===== src/rtl/slicel_config_loader.sv =====
// Configuration loader for one SLICEL: collects a word-serial frame plus an XOR
// checksum into a shadow register and commits it to the slice config outputs.
module slicel_config_loader #(
   parameter int S_XX_BASE = 4,
   parameter int NUM_LUTS  = 4,
   parameter int CFG_SIZE  = 2*(2**S_XX_BASE)+1,
   parameter int MUX_LVLS  = $clog2(NUM_LUTS),
   parameter int WORD_W    = 8
) (
   input  logic                         cclk,
   input  logic                         rst_n,
   input  logic                         cfg_start,
   input  logic [WORD_W-1:0]            cfg_data,
   input  logic                         cfg_valid,
   output logic                         cfg_ready,
   output logic [CFG_SIZE*NUM_LUTS-1:0] luts_config_in,
   output logic [MUX_LVLS-1:0]          inter_lut_mux_config,
   output logic                         config_use_cc,
   output logic [2*NUM_LUTS-1:0]        regs_config_in,
   output logic                         cen,
   output logic                         cfg_done,
   output logic                         cfg_err
);
   localparam int LUT_BITS   = CFG_SIZE*NUM_LUTS;
   localparam int FRAME_BITS = LUT_BITS + MUX_LVLS + 1 + 2*NUM_LUTS;
   localparam int NUM_WORDS  = (FRAME_BITS + WORD_W - 1) / WORD_W;
   localparam int SH_W       = NUM_WORDS*WORD_W;
   localparam int CNT_W      = (NUM_WORDS > 1) ? $clog2(NUM_WORDS) : 1;

   typedef enum logic [2:0] {S_IDLE, S_LOAD, S_CHECK, S_COMMIT, S_DONE, S_ERR} state_t;

   state_t                r_state, w_next;
   logic [CNT_W-1:0]      r_cnt;
   logic [WORD_W-1:0]     r_acc;
   logic [FRAME_BITS-1:0] r_shadow;
   logic [FRAME_BITS-1:0] r_frame;
   logic                  w_accept;

   assign cfg_ready = (r_state == S_LOAD) || (r_state == S_CHECK);
   // cfg_start wins over any word presented in the same cycle
   assign w_accept  = cfg_valid && cfg_ready && !cfg_start;
   assign cen       = (r_state == S_COMMIT);
   assign cfg_done  = (r_state == S_DONE);
   assign cfg_err   = (r_state == S_ERR);

   always_comb begin
      w_next = r_state;
      if (cfg_start) begin
         w_next = S_LOAD;
      end else begin
         case (r_state)
            S_LOAD:   if (w_accept && r_cnt == CNT_W'(NUM_WORDS-1)) w_next = S_CHECK;
            S_CHECK:  if (w_accept) w_next = (cfg_data == r_acc) ? S_COMMIT : S_ERR;
            S_COMMIT: w_next = S_DONE;
            default:  w_next = r_state;
         endcase
      end
   end

   always_ff @(posedge cclk or negedge rst_n) begin
      if (!rst_n) r_state <= S_IDLE;
      else        r_state <= w_next;
   end

   // Shadow is cleared on start and each slot is written once, so OR-in suffices;
   // the truncating cast drops padding bits of the last word.
   always_ff @(posedge cclk or negedge rst_n) begin
      if (!rst_n) begin
         r_cnt    <= '0;
         r_acc    <= '0;
         r_shadow <= '0;
      end else if (cfg_start) begin
         r_cnt    <= '0;
         r_acc    <= '0;
         r_shadow <= '0;
      end else if (r_state == S_LOAD && w_accept) begin
         r_cnt    <= r_cnt + 1'b1;
         r_acc    <= r_acc ^ cfg_data;
         r_shadow <= r_shadow | FRAME_BITS'(SH_W'(cfg_data) << (WORD_W*r_cnt));
      end
   end

   // Loading on entry to COMMIT makes the new frame visible while cen is high.
   always_ff @(posedge cclk or negedge rst_n) begin
      if (!rst_n)                                     r_frame <= '0;
      else if (r_state == S_CHECK && w_next == S_COMMIT) r_frame <= r_shadow;
   end

   assign luts_config_in       = r_frame[LUT_BITS-1:0];
   assign inter_lut_mux_config = r_frame[LUT_BITS +: MUX_LVLS];
   assign config_use_cc        = r_frame[LUT_BITS + MUX_LVLS];
   assign regs_config_in       = r_frame[LUT_BITS + MUX_LVLS + 1 +: 2*NUM_LUTS];
endmodule


===== config.mk =====
export PLATFORM = sky130hd
export DESIGN_NAME = slicel_config_loader
export DESIGN_NICKNAME = d
export VERILOG_FILES = /design/src/rtl/slicel_config_loader.sv
export SDC_FILE = /design/constraint.sdc
export NUM_CORES = 1
export LEC_CHECK = 0
export BUFFER_PORTS_ARGS = -buffer_cell sky130_fd_sc_hd__buf_2
export CORE_AREA = 4 4 151 153
export DETAILED_ROUTE_END_ITERATION = 8
export DIE_AREA = 0 0 155 157
export PLACE_DENSITY = 0.79
export SETUP_SLACK_MARGIN = 0.1
export SLEW_MARGIN = 25
export SYNTH_ARGS = -nofsm -noshare
export SYNTH_HDL_FRONTEND = slang
export SYNTH_SLANG_ARGS = --single-unit

===== constraint.sdc =====
create_clock -name cclk -period 4.5 [get_ports cclk]
set_input_delay 0.225 -clock cclk [delete_from_list [all_inputs] [get_ports cclk]]
set_output_delay 0.225 -clock cclk [all_outputs]
set_load 0.03 [all_outputs]

Word-level counts from Yosys, hierarchy flattened

Cells that the tools add are included.

Bits in registers: 302
Bits of input ports: 12
Output and inout bits: 147

Add/sub/neg operators: 1
Eq/ne operators: 8
Shift-type cells: 1
Mux-type cells: 11
Bitwise gates (word level): 2
Reductions and logical operators: 8

Operator list:

| operator              | number |
|---|---|
| $mux W143             | 2 |
| $or A143 B143 Y143    | 1 |
| $shl A8 B8 Y143       | 1 |
| $mux W8               | 2 |
| $mux W3               | 4 |
| $mux W5               | 2 |
| $eq A3 B2 Y1 const B  | 3 |
| $pmux W3 S3           | 1 |
| $eq A8 B8 Y1          | 1 |
| $xor A8 B8 Y8         | 1 |
| $eq A3 B3 Y1 const B  | 2 |
| $add A5 B1 Y5 const B | 1 |
| $eq A5 B5 Y1 const B  | 1 |
| $logic_and A1 B1 Y1   | 5 |
| $eq A3 B1 Y1 const B  | 1 |
| $reduce_bool A2 Y1    | 1 |
| $logic_not A1 Y1      | 1 |
| $logic_or A1 B1 Y1    | 1 |

Logic depth before layout (Yosys ltp)

Depth in word-level cells: 10
Mapped depth: 7
Mapped depth without buffers: 6

Worst setup path after synthesis

No wires, ideal clock.

Path type: register -> register
Start point: register r_cnt[1]
End point: register r_state[1]
Setup time: 104 ps
Arrival: 1,812 ps
Slack: 2,584 ps
Cell stages (with the launch flop): 7
Period minus slack after synthesis: 1,916 ps
Cell sequence: dfrtp_1 -> inv_1 -> ha_1 -> nand2_1 -> nor4_1 -> or4b_1 -> a221oi_1

Word-level cells in the longest chain between the ends: 5

RTL lines:

| item                   | RTL line | RTL |
|---|---|---|
| from (decl)            | 33       | `logic [CNT_W-1:0] r_cnt;` |
| from (signal assigned) | 77       | `r_cnt <= r_cnt + 1'b1;` |
| $eq A5 B5 Y1           | 52       | `S_LOAD: if (w_accept && r_cnt == CNT_W'(NUM_WORDS-1)) w_next = S_CHECK;` |
| $logic_and A1 B1 Y1    | 52       |  |
| $mux W3                | 52       |  |
| $pmux W3 S3            | 51       | `case (r_state)` |
| $mux W3                | 48       | `if (cfg_start) begin` |
| named net w_next[1]    | 32       | `state_t r_state, w_next;` |
| to (signal assigned)   | 62       | `else r_state <= w_next;` |
| to (decl)              | 32       |  |

The timed path passes the listed nets, and every way through them passes these cells.
A chain may end at the register's enable or synchronous reset.

Worst setup path in the final report

Start point: register r_state[1]
End point: register r_shadow[129]

Word-level cells in the longest chain between the ends: 6
Elaborated cells between the ends (all ways): 7

RTL lines:

| item                                                | RTL line | RTL |
|---|---|---|
| $eq A3 B1 Y1 / $eq A3 B2 Y1 (equally long branches) | 39, 76   |  |
| $logic_or A1 B1 Y1                                  | 39       | `assign cfg_ready = (r_state == S_LOAD) \|\| (r_state == S_CHECK);` |
| $logic_and A1 B1 Y1 (2 in series)                   | 41       | `assign w_accept = cfg_valid && cfg_ready && !cfg_start;` |
| $logic_and A1 B1 Y1 *                               | 76       | `end else if (r_state == S_LOAD && w_accept) begin` |
| $reduce_bool A2 Y1 (no line) *                      | -        |  |
| to (signal assigned)                                | 79       | `r_shadow <= r_shadow \| FRAME_BITS'(SH_W'(cfg_data) << (WORD_W*r_cnt));` |
| to (decl)                                           | 35       | `logic [FRAME_BITS-1:0] r_shadow;` |

Mark *: on every way between the ends. The rest lies on a longest branch, timed or not.

==> impl_metrics.tcl <==
set metrics [dict create \
    outcome "finished, final reports clean" \
    p_clk_frac 0.462 \
    grt_usage 0.222 \
    first_global_vias 7475 \
    async_flop_share 1.00 \
    yosys.area.top_type "dfrtp_1" \
    row_count 54 \
    worst_pin_slew_ns 1.03 \
    power_frac_comb 0.042 \
    slew_viol_final 0 \
    crit_slowest_cell "nor3_2" \
    antenna_cells 0 \
    cts.clk_slew.worst_paths_ns 0.06 \
    gp_congestion 0.789 \
    htreeDepth 1 \
    nNetsFinal 1047 \
    numClockSinks 302 \
    synthesis.nets 912 \
    endpoint_kind "flop" \
    drive_gt1_frac 0.292 \
    cap_violations 0 \
    synth_commonest_cells "302 x dfrtp_1, 156 x nor2_1, 73 x mux2_2" \
    dr_total_vias 7627 \
    place_area_um2 12600 \
    synthSimpleGateAreaFrac 0.0883 \
    finClkSkew_ns 0.0169 \
    portBuffers 158 \
    holdCritPathClass "input pin to flop" \
    post-synth-top-count-cell "dfrtp_1" \
    globalRoute.totalOverflow 0 \
    slowest_delay_ns 1.11 \
    power.total_uw 5550 \
    design_area_um2 13600 \
    path_class "flop to flop" \
    swShare 0.222 \
    ctsRootBufferMaster "clkbuf_16" \
    crit_chain "nand4bb_1 > nor3_2 > a21oi_1 > nor2_1" \
    ys.flop_type "dfrtp_1" \
    ys_types 41 \
    insertion_delay_ns 0.54 \
    start_kind "flop" \
    muxShareOfSynthArea 0.139 \
    syn_to_final_growth_pct 17.2 \
    rsz0062_at_grt "false" \
    arrival_ns 3.32 \
    tns_ns 0 \
    fmax_mhz 350 \
    synth-seq-cells 302 \
    dieArea_um2 24300 \
    synth_edf_count 0 \
    placed_cells 1281 \
    synth_top_area_share 0.651 \
    syn_area_um2 11600 \
    leakage_uw 0.00723 \
    power-per-cell-area_nw_per_um2 407 \
    pin_count 159 \
    cts_tree "done" \
    grt_max_degree 120 \
    synth-compound-area-share 0.0746 \
    power.switching_uw 1230 \
    dp_hpwl_mm 17.1 \
    synth_area_leaders "dfrtp_1 65%, mux2_2 7.1%, mux2_1 6.8%" \
    wl_mm 27.2 \
    ant_nets 0 \
    setup_viol 0 \
    period_needed_ns 2.86 \
    synth_top_family_by_area "multiplexers" \
    fin_crit_sh 0.635 \
    seq_area_frac_synth 0.651 \
    wl_per_cell_um 20.4 \
    pwr-share-seq 0.496 \
    synthXorXnorAreaFrac 0.0158 \
    fillers 1604 \
    peakVddDrop_mv 0.333 \
    ctsResizeCount 0 \
    antenna_found_initial 0 \
    start_util 0.539 \
    viasPerCell 5.71 \
    post-cts-setup-buffers 0 \
    finalNonFillerCells 1336 \
    final_hold_viol_count 0 \
    drt_iter0_drc 706 \
    cts_inserted_buffers 29 \
    maxSlewHeadroom 0.309 \
    drcViolationCount 0 \
    die_w_um 155 \
    synthesis.instances 898 \
    core_um2 21600 \
    clockBufferDepth 3 \
    synthesis.area_per_instance_um2 12.9 \
    yosysWarnings 0 \
    p_int_uw 4320 \
    synthAdderAreaFrac 0.00215 \
    cp.required_ns 4.96 \
    die_h_um 157 \
    cp_max_fo 15 \
    first_pass_iters 5 \
    grt_pass1_wl_mm 42.9 \
]
-- logic make-up after synthesis --
| family | count (synthesis) |
|---|---|
| buf+inv | 69 |
| flops | 302 |
| compound gates | 150 |
| xor+xnor | 21 |
| mux | 143 |
| simple gates | 211 |
| fa+ha+maj | 2 |
-- worst paths after layout --
path	cells after the start	to	slack, ns	from
max reg2reg	4	r_shadow[129]	1.64	r_state[1]
min	3	r_shadow[73]	0.15	cfg_data[1]
max in group asynchronous	3	r_frame[95]	3.00	rst_n
max	4	r_shadow[129]	1.64	r_state[1]
min in group asynchronous	2	r_frame[99]	0.33	rst_n
min reg2reg	1	r_frame[127]	0.49	r_frame[127]
-- through the flow --
stage	setup slack [ns]	utilization	hold slack, ns
after global placement	1.64	0.583	0.365
final	1.64	0.632	0.152
after global routing	1.43	0.632	0.163
after detailed placement	1.60	0.583	0.366
after CTS	1.70	0.631	0.128
after floorplan	2.58	-	-0.0706
-- layout make-up --
cell class,count,area [µm²],area share
clock inverters,17,225,0.0165
clock buffers,37,796,0.0584
well taps,280,350,0.0257
repair buffers,169,926,0.0680
multi-input cells,527,3750,0.275
flip-flops and latches,302,7560,0.555
inverters,4,15.0,0.00110
-- routing by layer --
| metal | track usage | up-vias | wire length, µm | share of wire |
|---|---|---|---|---|
| li1 | - | 3383 | - | - |
| met1 | 0.327 | 3903 | 11700 | 0.43 |
| met2 | 0.346 | 291 | 12900 | 0.47 |
| met3 | 0.0396 | 50 | 2030 | 0.075 |
| met4 | 0.0576 | 0 | 571 | 0.021 |
| met5 | 0 | - | 0 | 0 |
-- power by group through the flow --
stage	Clock (µW)	Combinational, µW	Sequential [µW]
6_report	2560	234	2750
5_1_grt	2720	258	2750
4_1_cts	2600	235	2750
3_5_place_dp	0	232	2800
3_3_place_gp	0	229	2800
2_1_floorplan	0	118	2790
-- state kept, by name, summed over array words and instances (netlist names) --
signal and cells:
r_shadow 143, r_acc 8, r_frame 143, r_state 3, r_cnt 5
-- critical path, delay by kind of cell (launching register included) --
family / cells / cell delay (ns)
AND/OR/NAND/NOR: 3 / 2.10
AO/OA/AOI/OAI: 1 / 0.20
flip-flops: 1 / 0.48
-- placed cells by master (no fill, tap or decap), types with 9 or more instances in the layout --
cell       netlist  layout
nand2_1         10      10
and2_1           9       9
a21oi_1         71      71
buf_2           20     156
mux2_2          73      73
clkbuf_16        0      29
nor2_1         156     156
dfrtp_1        302     302
a31oi_1         70      70
nor2b_1         10       9
xor2_1          18      18
mux2_1          70      70
-- timing repair --
action / in CTS / in global routing
hold endpoints to repair: 116 / 0
hold buffers: 1 / 0
setup endpoints to repair: 0 / 0
(Power assumes the default switching activity.)
